## config.mk

```make
export PLATFORM = sky130hd
export DESIGN_NAME = ln_fx
export DESIGN_NICKNAME = d
export VERILOG_FILES = /design/src/rtl/ln_fx.sv
export SDC_FILE = /design/constraint.sdc
export NUM_CORES = 1
export LEC_CHECK = 0
export CAP_MARGIN = 15
export CORE_ASPECT_RATIO = 0.6
export CORE_MARGIN = 2
export CORE_UTILIZATION = 63
export DETAILED_ROUTE_END_ITERATION = 8
export PLACE_DENSITY = 0.85
export SYNTH_ARGS = -nofsm -noshare
export SYNTH_HDL_FRONTEND = slang
export SYNTH_SLANG_ARGS = --single-unit
```

## constraint.sdc

```tcl
create_clock -name CLK -period 8.63 [get_ports CLK]
set_input_delay 1.726 -clock CLK [delete_from_list [all_inputs] [get_ports CLK]]
set_output_delay 1.726 -clock CLK [all_outputs]
set_load 0.03 [all_outputs]
```

## src/rtl/ln_fx.sv

```systemverilog
`timescale 1ns/1ps
// ln_fx: iterative fixed-point natural logarithm, Q3.12 in and out.
// The operand is normalised to m in [1,2) times 2^k. A greedy product of
// (1+2^-i) factors then approximates m, while the matching ln(1+2^-i)
// constants are summed. Finally k*ln2 is added, and the result is rounded
// and saturated.
//
// Ports
//   CLK          clock, rising edge
//   RST          asynchronous active-high reset
//   data         operand x, two's complement Q3.12, sampled on the accepting edge
//   start        request, honoured only while idle
//   output_data  ln(x), Q3.12, registered, held until the next result
//   write_enable one-cycle pulse when output_data is updated
//   busy         high while an operation is in flight
//   error        set together with write_enable when x <= 0
//
// state | meaning
// IDLE  | waiting for start, operand latched on the accepting edge
// NORM  | leading-one search, mantissa/exponent split, invalid check
// ITER  | N_ITER shift-add steps, i = 1..N_ITER
// FINAL | add k*ln2, round, saturate, register result, pulse write_enable
module ln_fx #(
   parameter int DATA_W  = 16,
   parameter int FRAC_W  = 12,
   parameter int GUARD_W = 6,
   parameter int N_ITER  = 12
) (
   input  logic              CLK,
   input  logic              RST,
   input  logic [DATA_W-1:0] data,
   input  logic              start,
   output logic [DATA_W-1:0] output_data,
   output logic              write_enable,
   output logic              busy,
   output logic              error
);

   localparam int IF_W  = FRAC_W + GUARD_W;        // internal fractional bits
   localparam int M_W   = IF_W + 1;                // m, y in [1,2)
   localparam int T_W   = IF_W + 2;                // y + (y>>i) may reach 3
   localparam int ACC_W = IF_W + 1;                // sum of LUT terms stays below 1.0
   localparam int K_W   = 8;
   localparam int R_W   = IF_W + K_W + 2;
   localparam int P_W   = $clog2(DATA_W);
   localparam int SH_W  = $clog2(IF_W + 1);
   localparam int CNT_W = $clog2(N_ITER + 1);

   // Constants are built from integer power series at 2^-60 resolution, so
   // they track FRAC_W/GUARD_W without a hand-maintained table.
   function automatic longint ln1p_pow2(input int i);
      longint s;
      longint term;
      s = 0;
      for (int n = 1; n * i < 60; n++) begin
         term = (64'sd1 <<< (60 - n * i)) / longint'(n);
         if (n % 2 == 1) s = s + term;
         else            s = s - term;
      end
      return (s + (64'sd1 <<< (59 - IF_W))) >>> (60 - IF_W);
   endfunction

   // ln2 = sum over n of 2^-n / n
   function automatic longint ln2_const();
      longint s;
      s = 0;
      for (int n = 1; n < 60; n++) s = s + (64'sd1 <<< (60 - n)) / longint'(n);
      return (s + (64'sd1 <<< (59 - IF_W))) >>> (60 - IF_W);
   endfunction

   localparam longint LN2_L = ln2_const();
   localparam logic signed [R_W-1:0] LN2_C   = R_W'(LN2_L);
   localparam logic signed [R_W-1:0] HALF_C  = R_W'(2 ** (GUARD_W - 1));
   localparam logic signed [R_W-1:0] SAT_MAX = R_W'(2 ** (DATA_W - 1) - 1);
   localparam logic signed [R_W-1:0] SAT_MIN = ~SAT_MAX;
   localparam logic [DATA_W-1:0]     OUT_MIN = {1'b1, {(DATA_W-1){1'b0}}};
   localparam logic [M_W-1:0]        ONE_C   = {1'b1, {IF_W{1'b0}}};

   typedef enum logic [1:0] {IDLE, NORM, ITER, FINAL} state_t;

   state_t                   state_q, state_d;
   logic [DATA_W-1:0]        opnd_q, opnd_d;
   logic [M_W-1:0]           m_q, m_d;
   logic [M_W-1:0]           y_q, y_d;
   logic [ACC_W-1:0]         acc_q, acc_d;
   logic signed [K_W-1:0]    k_q, k_d;
   logic [CNT_W-1:0]         iter_q, iter_d;
   logic                     inv_q, inv_d;
   logic [DATA_W-1:0]        out_q, out_d;
   logic                     we_q, we_d;
   logic                     err_q, err_d;

   logic [ACC_W-1:0]         lut_rom [N_ITER+1];

   assign lut_rom[0] = '0;
   for (genvar g = 1; g <= N_ITER; g++) begin : g_lut
      localparam longint LUT_C = ln1p_pow2(g);
      assign lut_rom[g] = ACC_W'(LUT_C);
   end

   // Leading-one search over the magnitude bits and mantissa alignment.
   logic [P_W-1:0]           pos;
   logic [SH_W-1:0]          shamt;
   logic [M_W-1:0]           norm_m;

   always_comb begin
      pos = '0;
      for (int b = 0; b < DATA_W - 1; b++) begin
         if (opnd_q[b]) pos = P_W'(b);
      end
      shamt  = SH_W'(IF_W) - SH_W'(pos);
      norm_m = M_W'(opnd_q[DATA_W-2:0]) << shamt;
   end

   logic [T_W-1:0]           trial;
   assign trial = {1'b0, y_q} + T_W'(y_q >> iter_q);

   // Final reconstruction: acc + k*ln2, round half up, saturate.
   logic signed [R_W-1:0]    k_ext;
   logic signed [R_W-1:0]    r_full;
   logic signed [R_W-1:0]    r_rnd;
   logic [DATA_W-1:0]        res;

   always_comb begin
      k_ext  = {{(R_W-K_W){k_q[K_W-1]}}, k_q};
      r_full = $signed({{(R_W-ACC_W){1'b0}}, acc_q}) + k_ext * LN2_C;
      r_rnd  = (r_full + HALF_C) >>> GUARD_W;
      if (inv_q)                res = OUT_MIN;
      else if (r_rnd > SAT_MAX) res = SAT_MAX[DATA_W-1:0];
      else if (r_rnd < SAT_MIN) res = OUT_MIN;
      else                      res = r_rnd[DATA_W-1:0];
   end

   always_comb begin
      state_d = state_q;
      opnd_d  = opnd_q;
      m_d     = m_q;
      y_d     = y_q;
      acc_d   = acc_q;
      k_d     = k_q;
      iter_d  = iter_q;
      inv_d   = inv_q;
      out_d   = out_q;
      err_d   = err_q;
      we_d    = 1'b0;
      unique case (state_q)
         IDLE: begin
            if (start) begin
               opnd_d  = data;
               acc_d   = '0;
               iter_d  = '0;
               state_d = NORM;
            end
         end
         NORM: begin
            // Invalid operands still run the full schedule so latency is fixed.
            inv_d   = opnd_q[DATA_W-1] | (opnd_q == '0);
            k_d     = $signed(K_W'(pos)) - K_W'(FRAC_W);
            m_d     = norm_m;
            y_d     = ONE_C;
            iter_d  = CNT_W'(1);
            state_d = ITER;
         end
         ITER: begin
            if (trial <= {1'b0, m_q}) begin
               y_d   = trial[M_W-1:0];
               acc_d = acc_q + lut_rom[iter_q];
            end
            if (iter_q == CNT_W'(N_ITER)) state_d = FINAL;
            else                          iter_d  = iter_q + CNT_W'(1);
         end
         FINAL: begin
            out_d   = res;
            err_d   = inv_q;
            we_d    = 1'b1;
            state_d = IDLE;
         end
         default: state_d = IDLE;
      endcase
   end

   always_ff @(posedge CLK or posedge RST) begin
      if (RST) begin
         state_q <= IDLE;
         opnd_q  <= '0;
         m_q     <= '0;
         y_q     <= '0;
         acc_q   <= '0;
         k_q     <= '0;
         iter_q  <= '0;
         inv_q   <= 1'b0;
         out_q   <= '0;
         we_q    <= 1'b0;
         err_q   <= 1'b0;
      end else begin
         state_q <= state_d;
         opnd_q  <= opnd_d;
         m_q     <= m_d;
         y_q     <= y_d;
         acc_q   <= acc_d;
         k_q     <= k_d;
         iter_q  <= iter_d;
         inv_q   <= inv_d;
         out_q   <= out_d;
         we_q    <= we_d;
         err_q   <= err_d;
      end
   end

   assign output_data  = out_q;
   assign write_enable = we_q;
   assign error        = err_q;
   assign busy         = (state_q != IDLE);

endmodule

```

==> impl_summary.md <==
Outcome
The run finished with clean final reports.

Timing
The total setup violations reported at the end of the flow is 0. Summed over all failing endpoints, the final setup total negative slack is 0 ns. Setup repair after global routing left no endpoint under its margin.

The final max-slew violation count is 0. The clock period minus worst slack is 6.71 ns. Setup slack closes at 1.92 ns. Clock skew on the completed layout was measured at 0.0123 ns. The final clock period utilization by the worst path is 77.8%. For this run, the top clock speed supported by timing is 149 MHz.

The worst hold slack is 0.508 ns. The relative max-transition margin is 30.1%. The hold violation count in the final report came to 0. At the pin with the least slew margin, the transition time is 1.05 ns.

Clock tree
The clock-pin slew on the worst setup and hold paths is 0.08 ns. The cell sitting at the root of the clock tree is a clkbuf_16. The clock drives 103 sinks.

TritonCTS built the clock tree. The number of H-tree levels is 3. The source-to-sink clock delay at the later pin of the worst-skew pair is 0.36 ns. The buffers inserted during post-CTS setup optimization is 0. The number of buffers on the longest clock path is 2. The number of gates given a new drive strength after cts is 0.

The number of buffers added by the clock tree synthesis step is 9. Hold repair after CTS inserted 0 buffers.

Die
The area enclosed by the die boundary is 17000 um^2. The initial core utilization is 64.9%. Measured along the x axis, the die boundary spans 167 um. The count of standard-cell rows is 35. For this design the top-level I/O count stands at 38. The floorplan core area is 15500 um^2. In this run the vertical extent of the chip is 102 um.

Yosys
The synthesized netlist occupies a cell area of 10100 um^2. The average cell area after synthesis is 8.72 um^2. The register bit count reported by yosys is 103. Counting every net in the synthesized netlist gives 1314.

For this run, the leading register cell type out of synthesis is dfrtp_1. The number of library cell types mapped by synthesis is 83. The fraction of the yosys area taken by sequential cells is 25.6%. During synthesis, Yosys emitted a total of 0 warnings.

In this run, synthesis inferred 0 flip-flops with an integrated enable. The number of cells produced by synthesis is 1154. The async set-or-reset flop fraction in the synthesized netlist is 100%.

Place
In this run the tool buffered the top-level ports with 37 buffer cells. The final RePlAce weighted congestion is 0.927. Prior to clock tree synthesis, the placed netlist has a worst setup slack of 2.02 ns.

The final HPWL from detailed placement is 20.2 mm.

Critical path
The slowest stage of the critical path is the a21o_1 cell. The worst path arrival time is 6.95 ns. The capturing element type of the critical path is a flip-flop. The largest single stage delay on the critical path is 0.85 ns. STA classifies the critical path startpoint as a flip-flop. The highest fanout seen on the critical path is 31. The type of the setup path with the least slack is reg -> reg.

The critical path goes through buf_4 > mux4_2 > mux2i_1 > nand2_1 > a22o_1 > ha_1 > fa_1 > a211oi_1 > nor2_1 > o311ai_0 > a41o_1 > o21bai_1 > a21oi_1 > xnor2_1 > ha_1 > nand4_1 > a2111oi_0 > a211oi_1 > a21oi_1 > a21o_1 > mux2_2. The critical path required time is 8.87 ns.

Routing
The total number of vias is 9040. The number of iterations in the first detailed-routing pass is 8. The average wire length per cell after detail routing is 19.3 um. After detailed routing, the number of remaining DRC violations is 0. The detail route stage leaves a number of antenna-violating nets equal to 0.

The first routing iteration left 1237 violations. In the routed layout, each cell is associated on average with a via count of 6.60. The wire length after detailed routing is 26.4 mm.

Global route
Across every metal layer, demand over resource in global routing totals 31.8%. The first global-routing pass estimated 43.1 mm of wire. The via count of the first global-routing pass came to 8435. The initial antenna violation count is 2. For this run the aggregate overflow at the end of global routing stands at 0. Entering global routing, the biggest net connects 53 pins.

Min path
The min-delay analysis places its worst path in the category reg -> reg.

Cells and area
The net count of the finished layout is 1322. Cells with a size suffix above 1 make up 7.28% of the layout. 0 antenna diodes ended up in the layout. The layout-stage area growth over the synthesis result is 8.02%.

Run
Across the run, the number of max-cap violations was 0.
## registers in the layout, indices dropped and copies added (netlist names)
| register | cells |
|---|---|
| acc_q | 19 |
| error | 1 |
| inv_q | 1 |
| iter_q | 4 |
| k_q | 5 |
| m_q | 19 |
| opnd_q | 16 |
| output_data | 16 |
| state_q | 2 |
| write_enable | 1 |
| y_q | 19 |
## per-layer routing
layer | vias up | GRT usage (%) | routed length [um]
li1 | 4235 | - | -
met1 | 4318 | 48.2 | 12700
met2 | 448 | 46.1 | 10600
met3 | 37 | 8.06 | 2840
met4 | 2 | 6.49 | 307
met5 | - | 0 | 9
## worst paths after layout
check	to	cells past startpoint	startpoint	slack [ns]
worst max register to register	acc_q[4]	21	iter_q[0]	1.92
worst max-delay path	acc_q[4]	21	iter_q[0]	1.92
worst min register to register	acc_q[2]	2	acc_q[2]	0.51
max in group asynchronous	y_q[10]	3	RST	5.69
min in group asynchronous	output_data[12]	2	RST	1.80
worst min-delay path	acc_q[2]	2	acc_q[2]	0.51
## cell type report
cell class	instances	area (um^2)
fillers	1243	4630
well taps	203	254
clock buffers	10	229
multi-input cells	927	7000
repair buffers	43	415
flip-flops and latches	103	2580
clock inverters	6	90.1
inverters	78	298
## per-stage QoR
stage | cells | util (%) | area [um^2]
final | 1370 | 70.1 | 10900
after global routing | 1370 | 70.1 | 10900
after CTS | 1370 | 70.1 | 10900
after detailed placement | 1354 | 68.0 | 10500
after global placement | 1354 | 68.0 | 10500
after floorplan | 1154 | - | 10100
## worst max-delay path: cells and delay by family, from the launching register on
family,cells,cell delay [ns]
compound gates,10,3.31
flops,1,0.36
mux,3,1.21
buf+inv,1,0.33
fa+ha+maj,3,0.92
simple gates,3,0.35
xor+xnor,1,0.10
## layout by cell type (no fill, tap or decap), types with 7 or more instances in the layout
cell type        count
inv_1               72
clkdlybuf4s50_1     37
ha_1               131
xnor2_1             35
mux2i_1             18
a21o_1              24
nor3_1              14
nand2_1            113
a21oi_1             79
clkbuf_16            9
a211oi_1            19
mux4_2              13
a31oi_1             10
nor2b_1             20
o21ai_0             72
dfrtp_1            103
o21a_1               8
nor2_1              88
xor2_1              18
a221o_1             19
mux2_2              25
nand4_1              7
o21bai_1             8
fa_1                10
nand3_1             29
nand2b_1            17
o31ai_1             14
and2_1              12
o22ai_1             17
## logic make-up after synthesis
kind of cell / after synthesis / synth area share (%)
buffers and inverters: 124 / 4.80
and+or+nand+nor: 331 / 15.5
DFF: 103 / 25.6
AOI/OAI and AO/OA: 343 / 23.0
xor gates and xnor gates: 55 / 5.16
muxes: 57 / 7.64
adders and majority gates: 141 / 18.3
## cells in the mapped netlist (all sizes together), types with 5 or more instances
library cell / number / area [um^2]
nor2: 89 / 342
a21oi: 80 / 400
nand4: 7 / 43.8
a22o: 6 / 52.6
and3: 6 / 37.5
mux2i: 19 / 194
clkbuf: 34 / 128
a21boi: 5 / 37.5
nor3: 14 / 70.1
xnor2: 37 / 362
o211ai: 5 / 37.5
a221o: 19 / 190
o22ai: 17 / 106
o21bai: 8 / 60.1
and2: 12 / 75.1
o21a: 8 / 60.1
or2: 6 / 40.0
nor2b: 20 / 125
buf: 12 / 60.1
xor2: 18 / 158
a211oi: 23 / 193
o31ai: 15 / 118
nand2b: 17 / 106
nand2: 114 / 430
fa: 10 / 200
mux2: 25 / 282
ha: 131 / 1640
nand3: 29 / 145
a22oi: 5 / 37.5
dfrtp: 103 / 2580
nor4: 6 / 58.8
o221ai: 5 / 50.0
inv: 76 / 288
o21ai: 75 / 375
a21o: 24 / 180
a31oi: 10 / 62.6
mux4: 13 / 293
Power is left out: the tool's default activity adds up to more than one toggle a clock period on the data nets, which glitch-free logic cannot reach.
